<file path="config.mk">
export PLATFORM = sky130hd
export DESIGN_NAME = avr_core_mc
export DESIGN_NICKNAME = d
export VERILOG_FILES = /design/src/rtl/avr_core_mc_pkg.sv /design/src/rtl/avr_alu_flags.sv /design/src/rtl/avr_core_mc.sv
export SDC_FILE = /design/constraint.sdc
export NUM_CORES = 1
export LEC_CHECK = 0
export CORE_MARGIN = 5
export CORE_UTILIZATION = 50
export CTS_BUF_LIST = sky130_fd_sc_hd__clkbuf_8
export DETAILED_ROUTE_END_ITERATION = 10
export PLACE_DENSITY = 0.69
export SYNTH_ARGS = -nofsm -noshare
export SYNTH_HDL_FRONTEND = slang
export SYNTH_SLANG_ARGS = --single-unit
</file>
<file path="constraint.sdc">
create_clock -name clk -period 11.8 [get_ports clk]
set_input_delay 2.95 -clock clk [delete_from_list [all_inputs] [get_ports clk]]
set_output_delay 2.95 -clock clk [all_outputs]
set_load 0.05 [all_outputs]
</file>
<file path="src/rtl/avr_core_mc_pkg.sv">
//==============================================================================
// Module   : avr_core_mc_pkg
// Brief    : Shared encodings, state and ALU-control types for the AVR subset core.
// Revision : 1.0
//==============================================================================
`default_nettype none

package avr_core_mc_pkg;

    typedef enum logic [1:0] {
        S_FETCH = 2'd0,
        S_EXEC  = 2'd1,
        S_HALT  = 2'd2
    } state_t;

    typedef enum logic [2:0] {
        ALU_ADD = 3'd0,
        ALU_ADC = 3'd1,
        ALU_SUB = 3'd2,
        ALU_SBC = 3'd3,
        ALU_AND = 3'd4,
        ALU_EOR = 3'd5,
        ALU_OR  = 3'd6,
        ALU_MOV = 3'd7
    } alu_op_t;

    localparam logic [5:0] OPC_ADD = 6'b000011;
    localparam logic [5:0] OPC_ADC = 6'b000111;
    localparam logic [5:0] OPC_SUB = 6'b000110;
    localparam logic [5:0] OPC_SBC = 6'b000010;
    localparam logic [5:0] OPC_CP  = 6'b000101;
    localparam logic [5:0] OPC_AND = 6'b001000;
    localparam logic [5:0] OPC_EOR = 6'b001001;
    localparam logic [5:0] OPC_OR  = 6'b001010;
    localparam logic [5:0] OPC_MOV = 6'b001011;

    localparam logic [3:0] OPC4_LDI  = 4'hE;
    localparam logic [3:0] OPC4_RJMP = 4'hC;
    localparam logic [5:0] OPC_BRBS  = 6'b111100;
    localparam logic [5:0] OPC_BRBC  = 6'b111101;

    localparam logic [15:0] INSTR_BREAK = 16'h9598;

    localparam int SREG_C = 0;
    localparam int SREG_Z = 1;
    localparam int SREG_N = 2;
    localparam int SREG_V = 3;

    typedef struct packed {
        logic    is_alu;
        logic    wb;
        logic    flags;
        alu_op_t op;
    } alu_ctl_t;

    // Two-register ALU instructions: CP is a SUB without writeback, MOV leaves flags alone.
    function automatic alu_ctl_t decode_alu(input logic [5:0] opc);
        alu_ctl_t ctl;
        ctl.is_alu = 1'b1;
        ctl.wb     = 1'b1;
        ctl.flags  = 1'b1;
        ctl.op     = ALU_ADD;
        case (opc)
            OPC_ADD: ctl.op = ALU_ADD;
            OPC_ADC: ctl.op = ALU_ADC;
            OPC_SUB: ctl.op = ALU_SUB;
            OPC_SBC: ctl.op = ALU_SBC;
            OPC_CP:  begin ctl.op = ALU_SUB; ctl.wb = 1'b0; end
            OPC_AND: ctl.op = ALU_AND;
            OPC_EOR: ctl.op = ALU_EOR;
            OPC_OR:  ctl.op = ALU_OR;
            OPC_MOV: begin ctl.op = ALU_MOV; ctl.flags = 1'b0; end
            default: begin ctl.is_alu = 1'b0; ctl.wb = 1'b0; ctl.flags = 1'b0; end
        endcase
        return ctl;
    endfunction

endpackage

`default_nettype wire

</file>
<file path="src/rtl/avr_alu_flags.sv">
//==============================================================================
// Module   : avr_alu_flags
// Brief    : Combinational 8-bit ALU producing result plus C/Z/N/V flags.
// Revision : 1.0
//==============================================================================
`default_nettype none

module avr_alu_flags
    import avr_core_mc_pkg::*;
(
    input  alu_op_t    op,
    input  logic [7:0] a,
    input  logic [7:0] b,
    input  logic       cin,
    input  logic       z_old,
    output logic [7:0] result,
    output logic       c,
    output logic       z,
    output logic       n,
    output logic       v
);

    logic       w_use_c;
    logic [8:0] w_add;
    logic [8:0] w_sub;

    assign w_use_c = ((op == ALU_ADC) || (op == ALU_SBC)) ? cin : 1'b0;
    assign w_add   = {1'b0, a} + {1'b0, b} + {8'd0, w_use_c};
    // Bit 8 of the 9-bit difference is the borrow: set exactly when a < b + cin.
    assign w_sub   = {1'b0, a} - {1'b0, b} - {8'd0, w_use_c};

    always_comb begin
        result = b;
        c      = cin;
        v      = 1'b0;
        case (op)
            ALU_ADD, ALU_ADC: begin
                result = w_add[7:0];
                c      = w_add[8];
                v      = (a[7] & b[7] & ~result[7]) | (~a[7] & ~b[7] & result[7]);
            end
            ALU_SUB, ALU_SBC: begin
                result = w_sub[7:0];
                c      = w_sub[8];
                v      = (a[7] & ~b[7] & ~result[7]) | (~a[7] & b[7] & result[7]);
            end
            ALU_AND: result = a & b;
            ALU_EOR: result = a ^ b;
            ALU_OR:  result = a | b;
            default: result = b;
        endcase
        n = result[7];
        // SBC chains Z across multi-byte compares, so it can only clear Z.
        z = (result == 8'h00) && ((op != ALU_SBC) || z_old);
    end

endmodule

`default_nettype wire

</file>
<file path="src/rtl/avr_core_mc.sv">
//==============================================================================
// Module   : avr_core_mc
// Brief    : Multi-cycle AVR subset core, FETCH/EXECUTE sequencer with imem handshake.
// Revision : 1.0
//==============================================================================
`default_nettype none

module avr_core_mc
    import avr_core_mc_pkg::*;
#(
    parameter int PC_WIDTH = 10,
    parameter int RESET_PC = 0
) (
    input  logic                clk,
    input  logic                reset,
    output logic                imem_req,
    output logic [PC_WIDTH-1:0] imem_addr,
    input  logic [15:0]         imem_data,
    input  logic                imem_valid,
    output logic [PC_WIDTH-1:0] pc,
    output logic [15:0]         instruction,
    output logic [5:0]          opcode,
    output logic [4:0]          rf1,
    output logic [4:0]          rf2,
    output logic [7:0]          a,
    output logic [7:0]          b,
    output logic [7:0]          sum,
    output logic [3:0]          sreg,
    output logic                halted
);

    state_t              state_q, state_d;
    logic [PC_WIDTH-1:0] pc_q, pc_d;
    logic [15:0]         instr_q, instr_d;
    logic [3:0]          sreg_q, sreg_d;
    logic [7:0]          rf_q [32];

    logic                wb_en;
    logic [4:0]          wb_addr;
    logic [7:0]          wb_data;

    logic [4:0]          w_rd, w_rr;
    alu_ctl_t            w_ctl;
    logic                w_is_ldi, w_is_rjmp, w_is_brbs, w_is_brbc, w_is_break;
    logic                w_flag_bit, w_br_taken;
    logic signed [11:0]  w_k12;
    logic signed [6:0]   w_k7;
    logic [PC_WIDTH-1:0] w_pc_inc, w_rjmp_tgt, w_br_tgt;
    logic [7:0]          w_alu_res;
    logic                w_c, w_z, w_n, w_v;

    assign w_rd       = instr_q[8:4];
    assign w_rr       = {instr_q[9], instr_q[3:0]};
    assign w_ctl      = decode_alu(instr_q[15:10]);
    assign w_is_ldi   = (instr_q[15:12] == OPC4_LDI);
    assign w_is_rjmp  = (instr_q[15:12] == OPC4_RJMP);
    assign w_is_brbs  = (instr_q[15:10] == OPC_BRBS);
    assign w_is_brbc  = (instr_q[15:10] == OPC_BRBC);
    assign w_is_break = (instr_q == INSTR_BREAK);

    // Bit selects 4..7 name no flag and read as zero.
    assign w_flag_bit = instr_q[2] ? 1'b0 : sreg_q[instr_q[1:0]];
    assign w_br_taken = (w_is_brbs & w_flag_bit) | (w_is_brbc & ~w_flag_bit);

    // Offsets sign-extend (or truncate) to PC width; the sum wraps naturally.
    assign w_k12      = instr_q[11:0];
    assign w_k7       = instr_q[9:3];
    assign w_pc_inc   = pc_q + PC_WIDTH'(1);
    assign w_rjmp_tgt = w_pc_inc + PC_WIDTH'(w_k12);
    assign w_br_tgt   = w_pc_inc + PC_WIDTH'(w_k7);

    assign a = rf_q[w_rd];
    assign b = rf_q[w_rr];

    avr_alu_flags u_alu (
        .op     (w_ctl.op),
        .a      (a),
        .b      (b),
        .cin    (sreg_q[SREG_C]),
        .z_old  (sreg_q[SREG_Z]),
        .result (w_alu_res),
        .c      (w_c),
        .z      (w_z),
        .n      (w_n),
        .v      (w_v)
    );

    always_ff @(posedge clk) begin
        if (reset) begin
            state_q <= S_FETCH;
            pc_q    <= PC_WIDTH'(RESET_PC);
            instr_q <= 16'h0000;
            sreg_q  <= 4'h0;
        end else begin
            state_q <= state_d;
            pc_q    <= pc_d;
            instr_q <= instr_d;
            sreg_q  <= sreg_d;
        end
    end

    always_comb begin
        state_d = state_q;
        pc_d    = pc_q;
        instr_d = instr_q;
        sreg_d  = sreg_q;
        wb_en   = 1'b0;
        wb_addr = w_rd;
        wb_data = w_alu_res;
        case (state_q)
            S_FETCH: begin
                if (imem_valid) begin
                    instr_d = imem_data;
                    state_d = S_EXEC;
                end
            end
            S_EXEC: begin
                state_d = S_FETCH;
                pc_d    = w_pc_inc;
                if (w_is_break) begin
                    state_d = S_HALT;
                    pc_d    = pc_q;
                end else if (w_ctl.is_alu) begin
                    wb_en = w_ctl.wb;
                    if (w_ctl.flags) begin
                        sreg_d = {w_v, w_n, w_z, w_c};
                    end
                end else if (w_is_ldi) begin
                    wb_en   = 1'b1;
                    wb_addr = {1'b1, instr_q[7:4]};
                    wb_data = {instr_q[11:8], instr_q[3:0]};
                end else if (w_is_rjmp) begin
                    pc_d = w_rjmp_tgt;
                end else if (w_br_taken) begin
                    pc_d = w_br_tgt;
                end
            end
            S_HALT: begin
                state_d = S_HALT;
            end
            default: state_d = S_FETCH;
        endcase
    end

    always_ff @(posedge clk) begin
        if (reset) begin
            for (int i = 0; i < 32; i++) begin
                rf_q[i] <= 8'h00;
            end
        end else if (wb_en) begin
            rf_q[wb_addr] <= wb_data;
        end
    end

    assign imem_req    = (state_q == S_FETCH);
    assign imem_addr   = pc_q;
    assign pc          = pc_q;
    assign instruction = instr_q;
    assign opcode      = instr_q[15:10];
    assign rf1         = w_rd;
    assign rf2         = w_rr;
    assign sum         = w_alu_res;
    assign sreg        = sreg_q;
    assign halted      = (state_q == S_HALT);

endmodule

`default_nettype wire
</file>
**After elaboration in Yosys (flattened, before gate mapping)**

Memory sizes are Yosys's and may differ from the RTL's. A register that Yosys moved wholly into a read port is not among the register bits.
Cells that the tools add are included.

- Bitwise logic cells: 22
- Multiplexer cells: 42
- $lt $le $gt $ge: 1
- Eq/ne operators: 24
- $add $sub $neg: 7
- Reductions and logical operators: 18

Operators by type and width:

| cell | number |
|---|---|
| $mux W5 | 9 |
| $mux W10 | 4 |
| $mux W8 | 5 |
| $pmux W8 S5 | 1 |
| $eq A6 B4 Y1 const B | 4 |
| $reduce_or A8 Y1 | 3 |
| $pmux W3 S7 | 1 |
| $add A10 B10 Y10 | 2 |
| $eq A6 B3 Y1 const B | 3 |
| $eq A16 B16 Y1 const B | 1 |
| $mux W1 | 16 |
| $eq A6 B2 Y1 const B | 2 |
| $eq A6 B6 Y1 const B | 2 |
| $add A10 B1 Y10 const B | 1 |
| $and A1 B1 Y1 | 10 |
| $add A8 B8 Y9 | 1 |
| $add A9 B1 Y9 | 1 |
| $eq A3 B3 Y1 const B | 3 |
| $reduce_or A9 Y1 | 1 |
| $sub A8 B8 Y9 | 1 |
| $sub A9 B1 Y9 | 1 |
| $and A8 B8 Y8 | 1 |
| $eq A4 B4 Y1 const B | 2 |
| $logic_not A8 Y1 | 1 |
| other kinds (24) | 38 |

- Register bits: 32
- Output and inout bits: 82
- Memories: 1
- Input bits: 19
- Memory bits (writable): 256

Memory list:

| name | words | bits a word | rd ports | clocked after memory_dff | write ports | RTL line | RTL |
|---|---|---|---|---|---|---|---|
| rf_q | 32 | 8 | 2 | 2 | 32 | avr_core_mc.sv:36 | `logic [7:0] rf_q [32];` |

**Depth between registers and ports, before layout**

Gate-level depths: netlist (run 1).

- Word-level depth: 13
- Gate-level depth with buffers: 23
- Mapped depth without buffers: 19

**Modules after synthesis**

Synthesis (run 1) repeated with hierarchy kept, for this count alone.

- Cells, all modules: 1403
- Area, all modules: 17654.4 um^2

By module, submodules not included:

| module | times used | cells an instance | area an instance (um^2) | seq. area each (um^2) |
|---|---|---|---|---|
| avr_core_mc | 1 | 1203 | 16136.7 | 8528.2 |
| avr_alu_flags | 1 | 200 | 1517.7 | 0.0 |

**Least setup slack after synthesis (run 1)**

No wires, ideal clock.

- Path type: register -> output
- Start: reg with a tool-made name
- End: out sum[6]
- Data arrival time: 5432 ps
- Path slack: 3418 ps
- Path buffers: 3
- Stages on the path, launching flop included: 16
- Cell sequence: dfxtp_1 -> clkbuf_1 -> clkbuf_1 -> buf_1 -> mux4_2 -> mux4_2 -> mux2i_1 -> inv_1 -> fa_1 -> fa_1 -> o21a_1 -> o22ai_1 -> xnor2_1 -> o22ai_1 -> a21oi_1 -> a21oi_1

RTL lines:

| what | RTL line | RTL |
|---|---|---|
| end: declaration | avr_core_mc.sv:27 | `output logic [7:0] sum,` |

==> results.json, run 1 <==
{
  "synthAdderAreaFrac_pct": 4.15,
  "p_per_area_nw_per_um2": 155,
  "hold_start": "sreg[2]",
  "final_cell_mix": "nor2_1 (298), edfxtp_1 (256), mux4_2 (125), nand2_1 (115), clkdlybuf4s50_1 (99)",
  "comb_power_share_pct": 28.5,
  "critPathLaunchType": "flop",
  "synth_xor_xnor_area_share_pct": 1.54,
  "wl_met1_um": 21800,
  "min_period_over_period_pct": 82.7,
  "synth_top_area_share_pct": 43.5,
  "htree_num_levels": 2,
  "seqPwrFrac_pct": 39.8,
  "switchingPower_uw": 1120,
  "drt_iter0_drc": 1906,
  "die_x_um": 198,
  "r2r_end": "rf_q[1][7]",
  "p_sw_share_pct": 36.2,
  "ant_nets": 0,
  "fmax_ghz": 0.103,
  "clk_pin_slew_ns": 0.06,
  "core_um2": 34700,
  "yosys-top-cells-area": "edfxtp_1 (43%), mux4_2 (16%), nor2_1 (6.3%), dfxtp_1 (4.8%), ha_1 (3.5%)",
  "numPortBuffers": 100,
  "cts_root_buf": "clkbuf_8",
  "synthSimpleGateAreaFrac_pct": 14.2,
  "final_nets": 1613,
  "grt_first_pass_wirelength_um": 82300,
  "grt_usage_pct": 28.2,
  "leakage_uw": 0.00704,
  "pin_count": 101,
  "hold_path.class": "reg2reg",
  "cts_made_buffers": 51,
  "grt_setup_unrepaired": "false",
  "synth_top_family_by_area": "multiplexers",
  "yosys.area.top_type": "edfxtp_1",
  "cp_slowest_cell": "dfxtp_4",
  "place_congestion": 0.967,
  "crit_path_max_incr_delay_ns": 0.89,
  "critical_path_class": "reg2out",
  "wl_met2_um": 24800,
  "max_slew_margin_pct": 5.93,
  "cts_sinks": 298,
  "cp_num_buf_inv": 3,
  "gr-total-overflow": 0,
  "crit_chain": "buf_4, mux4_2, mux4_2, mux2i_1, ha_1, ha_1, nand2_1, nor2_1, a211oi_1, and3_1, o31ai_1, nand2_1, inv_1, clkdlybuf4s50_1",
  "ys_seq_area_share_pct": 48.3,
  "yosysUniqueCellTypes": 66,
  "syn_avg_cell_area_um2": 11.9,
  "synth_edf_count": 256,
  "setup_viol": 0,
  "async_flop_share_pct": 0,
  "wl_per_cell_um": 27.4,
  "synth_area_um2": 17700,
  "holdWs_ns": 0.500,
  "reg2reg_slack_ns": 5.38,
  "hold_end": "sreg[2]",
  "syn_nets": 1565,
  "insertion_delay_ns": 0.63,
  "arrival_ns": 6.80,
  "slew_viol_final": 0,
  "dp_hpwl_um": 39400,
  "maxUsedRoutingLayer": "met5",
  "synthMuxAreaShare_pct": 20.3,
  "status": "complete, no violations",
  "r2r_cells": 12,
  "worst-path-max-fanout": 38,
  "p_int_uw": 1970,
  "max_cap_viol_count": 0,
  "final_cell_area_um2": 19900,
  "synthesis.instances": 1491,
  "placed_area_um2": 18800,
  "hold_viol": 0,
  "min_path_cells": 2,
  "required_ns": 8.85,
  "first_global_vias": 12800,
  "layout_commonest_cell": "nor2_1",
  "ys_ff_latch": 298,
  "vias_per_cell": 6.51,
  "synth-compound-area-share_pct": 7.19,
  "post_cts_buffers": 0,
  "min_period_ns": 9.75,
  "via_count": 13300,
  "cts_tree": "done",
  "area_delta_synth_final_pct": 12.6,
  "tightest_slew_ns": 1.38,
  "antenna_cells": 0,
  "antenna_found_initial": 1,
  "crit_family": "buffers and inverters",
  "dr.pass1.iters": 5,
  "drc_errors": 0,
  "cts_hold_buf": 0,
  "post-route-util_pct": 57.3,
  "dieArea_um2": 39200,
  "total_power_uw": 3080,
  "skew_ns": 0.0427,
  "cts_buffer_depth": 3,
  "dr_wl_met3_um": 6680,
  "num_rows": 68,
  "setup_tns_ns": 0,
  "cts_resized": 0,
  "ys_warn_count": 0,
  "routed_wl_um": 55700,
  "synth-main-ff-cell": "edfxtp_1",
  "initial_utilization_pct": 50.9,
  "cp-end-kind": "output pin",
  "grt_max_degree": 71,
  "clockPowerShare_pct": 31.7,
  "final_layout_size_suffix_gt1_share_pct": 16.6,
  "die_h_um": 198,
  "vdd_drop_max_mv": 0.109
}
-- flip-flops by register name (all words and copies together), names as in the netlist, named ones only --
name         cells
state_q          2
sreg             4
imem_addr       10
instruction     16
rf_q           256
-- cells in the mapped netlist, drive strengths merged, types with 29 or more instances --
cell type	instances
a21oi	63
buf	64
clkbuf	57
dfxtp	42
edfxtp	256
ha	49
inv	41
mux2i	29
mux4	134
nand2	115
nand2b	46
nor2	298
nor3	29
-- worst max-delay path by stage --
stage | startpoint | end | slack [ns] | cells after the start
CTS | flop | sum[5] | 2.06 | 14
finish | flop | sum[5] | 2.05 | 14
detailed placement | flop | sum[5] | 2.73 | 14
floorplan | flop | sum[6] | 3.42 | 15
global route | flop | sum[5] | 1.55 | 14
global placement | flop | sum[5] | 2.81 | 14
-- worst reg2reg max path, stage by stage, from the launching register on --
cell,delay [ns]
dfxtp_4,0.89
buf_4,0.55
mux4_2,0.56
mux4_2,0.56
mux2i_1,0.40
ha_1,0.39
ha_1,0.26
or3_1,0.41
nor4b_1,0.57
or2_2,0.21
o211ai_1,0.20
a31oi_4,0.99
nor2_1,0.13
-- metal layers --
| layer | up-vias | GRT usage (%) |
|---|---|---|
| met5 | - | 0 |
| met4 | 2 | 10.7 |
| met3 | 146 | 8.18 |
| met2 | 905 | 42.0 |
| met1 | 6562 | 39.5 |
| li1 | 5642 | - |
-- cell families after synthesis --
family | Yosys count
compound gates | 191
xor+xnor | 31
fa+ha+maj | 55
buf+inv | 163
flops | 298
mux | 185
simple gates | 568
-- area by class of cell --
cell class	count	area [um2]
fillers	2861	14800
flip-flops and latches	298	8540
multi-input cells	1030	8460
repair buffers	116	1120
clock buffers	53	729
well taps	455	569
clock inverters	42	320
inverters	42	158
-- power by group through the flow --
stage / Combinational [uW] / Sequential [uW] / Clock [uW]
after floorplan: 588 / 1230 / 0
after global placement: 863 / 1250 / 0
after detailed placement: 864 / 1250 / 0
after CTS: 867 / 1230 / 977
after global routing: 925 / 1230 / 1030
final: 880 / 1230 / 976
-- per-stage QoR --
step	worst slack, ns	instances
global placement	2.81	1941
CTS	2.06	2036
finish	2.05	2036
global route	1.55	2036
detailed placement	2.73	1941
floorplan	3.42	1491
Power figures use the tool's default switching activity.
==> run 2: changes to the inputs <==
- clock period: 11.8 -> 9.17 ns (I/O delays scaled with it)
==> run 2 against run 1 <==
  * Via count down 0.14%
  * Global-route usage down 0.23 points
  * Largest power group unchanged
  * Final cell count up 0.25%
  * Register-to-register slack worse by 1.9 ns
  * Largest cell class unchanged
  * Sequential power up 29%
  * Design area up 0.64%
  * Critical path type unchanged
  * Sequential share of layout area down 0.27 points
==> results.json, run 2 (synthesized netlist as in run 1, its figures left out) <==
{
  "cts_buffer_depth": 3,
  "crit_chain": "mux4_2, mux4_2, mux2i_1, inv_1, fa_1, ha_1, nor2_1, nor2_1, a211oi_1, a21oi_1, o31ai_1, nand2_1, inv_1, clkdlybuf4s50_1",
  "post_cts_buffers": 0,
  "core_um2": 34700,
  "grt_usage_pct": 27.9,
  "layout_commonest_cell": "nor2_1",
  "grt_first_pass_wirelength_um": 82100,
  "drc_errors": 0,
  "drt_iter0_drc": 1971,
  "regMostFlops": "rf_q",
  "status": "complete, no violations",
  "cp_slowest_cell": "dfxtp_4",
  "worst-path-max-fanout": 76,
  "tightest_slew_ns": 1.20,
  "critPathLaunchType": "flop",
  "largest_reg_flops": 256,
  "place_congestion": 0.949,
  "leakage_uw": 0.00712,
  "dr.pass1.iters": 6,
  "pin_count": 101,
  "p_per_area_nw_per_um2": 203,
  "max_slew_margin_pct": 18.4,
  "min_period_ns": 8.88,
  "post-place-ws_ns": 1.15,
  "cts_root_buf": "clkbuf_8",
  "dieArea_um2": 39200,
  "grt_max_degree": 77,
  "antenna_cells": 0,
  "min_period_over_period_pct": 96.9,
  "setup_ws_ns": 0.286,
  "insertion_delay_ns": 0.62,
  "wl_per_cell_um": 26.9,
  "critical_path_class": "reg2out",
  "final_layout_size_suffix_gt1_share_pct": 17.3,
  "dp_hpwl_um": 39600,
  "crit_path_max_incr_delay_ns": 1.02,
  "cts_tree": "done",
  "slew_viol_final": 0,
  "routed_wl_um": 55000,
  "r2r_end": "rf_q[24][6]",
  "gr-total-overflow": 0,
  "max_cap_viol_count": 0,
  "required_ns": 6.88,
  "crit_family": "buffers and inverters",
  "final_nets": 1623,
  "cts_made_buffers": 49,
  "die_x_um": 198,
  "reg2reg_slack_ns": 3.45,
  "numPortBuffers": 100,
  "post-route-util_pct": 57.7,
  "area_delta_synth_final_pct": 13.3,
  "num_rows": 68,
  "cp-end-kind": "output pin",
  "setup_tns_ns": 0,
  "vdd_drop_max_mv": 0.182,
  "first_global_vias": 12700,
  "clk_pin_slew_ns": 0.07,
  "fmax_ghz": 0.113,
  "p_int_uw": 2630,
  "setup_viol": 0,
  "cts_resized": 0,
  "cp.depth": 14,
  "switchingPower_uw": 1430,
  "comb_power_share_pct": 28.1,
  "arrival_ns": 6.59,
  "total_power_uw": 4060,
  "skew_ns": 0.0376,
  "hold_viol": 0,
  "hold_path.class": "reg2reg",
  "ant_nets": 0,
  "vias_per_cell": 6.49,
  "cts_hold_buf": 0,
  "initial_utilization_pct": 50.9,
  "cp_num_buf_inv": 3,
  "p_sw_share_pct": 35.2,
  "r2r_cells": 21,
  "seqPwrFrac_pct": 39.2,
  "grt_setup_unrepaired": "false",
  "cts_sinks": 298,
  "critPathCapture": "sum[5]",
  "via_count": 13200,
  "final_cell_mix": "nor2_1 (298), edfxtp_1 (256), mux4_2 (125), nand2_1 (115), clkdlybuf4s50_1 (99)",
  "htree_num_levels": 2,
  "clockPowerShare_pct": 32.7,
  "antenna_found_initial": 0,
  "die_h_um": 198
}
[run 2: cell count changes in the layout (fill, tap and decap cells not counted)]
| cell | change |
|---|---|
| clkinv_1 | -8 |
| inv_12 | -1 |
| clkinv_8 | -1 |
| bufinv_16 | +4 |
| inv_6 | -1 |
| clkinvlp_4 | +1 |
| inv_1 | +1 |
| buf_4 | +12 |
| clkinv_2 | -1 |
| clkinv_4 | +1 |
| clkbuf_8 | -2 |
[run 2: cell type report]
| class | count | area [um2] |
|---|---|---|
| fill | 2884 | 14700 |
| sequential | 298 | 8540 |
| multi-input combinational | 1030 | 8460 |
| timing repair buffer | 128 | 1210 |
| clock buffer | 51 | 702 |
| tap | 455 | 569 |
| clock inverter | 37 | 384 |
| inverter | 42 | 158 |
[run 2: worst min-delay path by stage]
stage / startpoint / to / slack [ns] / cells past startpoint
floorplan: sreg[0] / sreg[0] / 0.50 / 2
global placement: sreg[2] / sreg[2] / 0.49 / 2
detailed placement: sreg[2] / sreg[2] / 0.49 / 2
CTS: sreg[2] / sreg[2] / 0.51 / 2
global route: sreg[2] / sreg[2] / 0.54 / 2
finish: sreg[2] / sreg[2] / 0.51 / 2
[run 2: routing by layer]
| metal | vias up | global-route usage (%) | wire (um) |
|---|---|---|---|
| met2 | 901 | 41.6 | 24600 |
| met5 | - | 0 | 0 |
| met4 | 0 | 7.98 | 1860 |
| met1 | 6546 | 41.5 | 21600 |
| li1 | 5656 | - | - |
| met3 | 135 | 6.35 | 6920 |
[run 2: tightest hold or removal path: stages, from the launching register on]
cell and delay, ns:
dfxtp_1 0.33, nand2b_1 0.07, a21oi_1 0.06
[run 2: power by group through the flow]
stage                     Sequential, uW  Combinational (uW)  Clock, uW
after global routing                1590                1200       1390
after global placement              1610                1120          0
after floorplan                     1580                 757          0
final                               1590                1140       1330
after detailed placement            1610                1120          0
after CTS                           1590                1130       1330
[run 2: stage by stage]
step	instances	area [um2]	hold slack, ns
2_1_floorplan	1491	17700	0.498
3_3_place_gp	1953	18900	0.487
3_5_place_dp	1953	18900	0.492
4_1_cts	2041	20000	0.509
5_1_grt	2041	20000	0.538
6_report	2041	20000	0.508
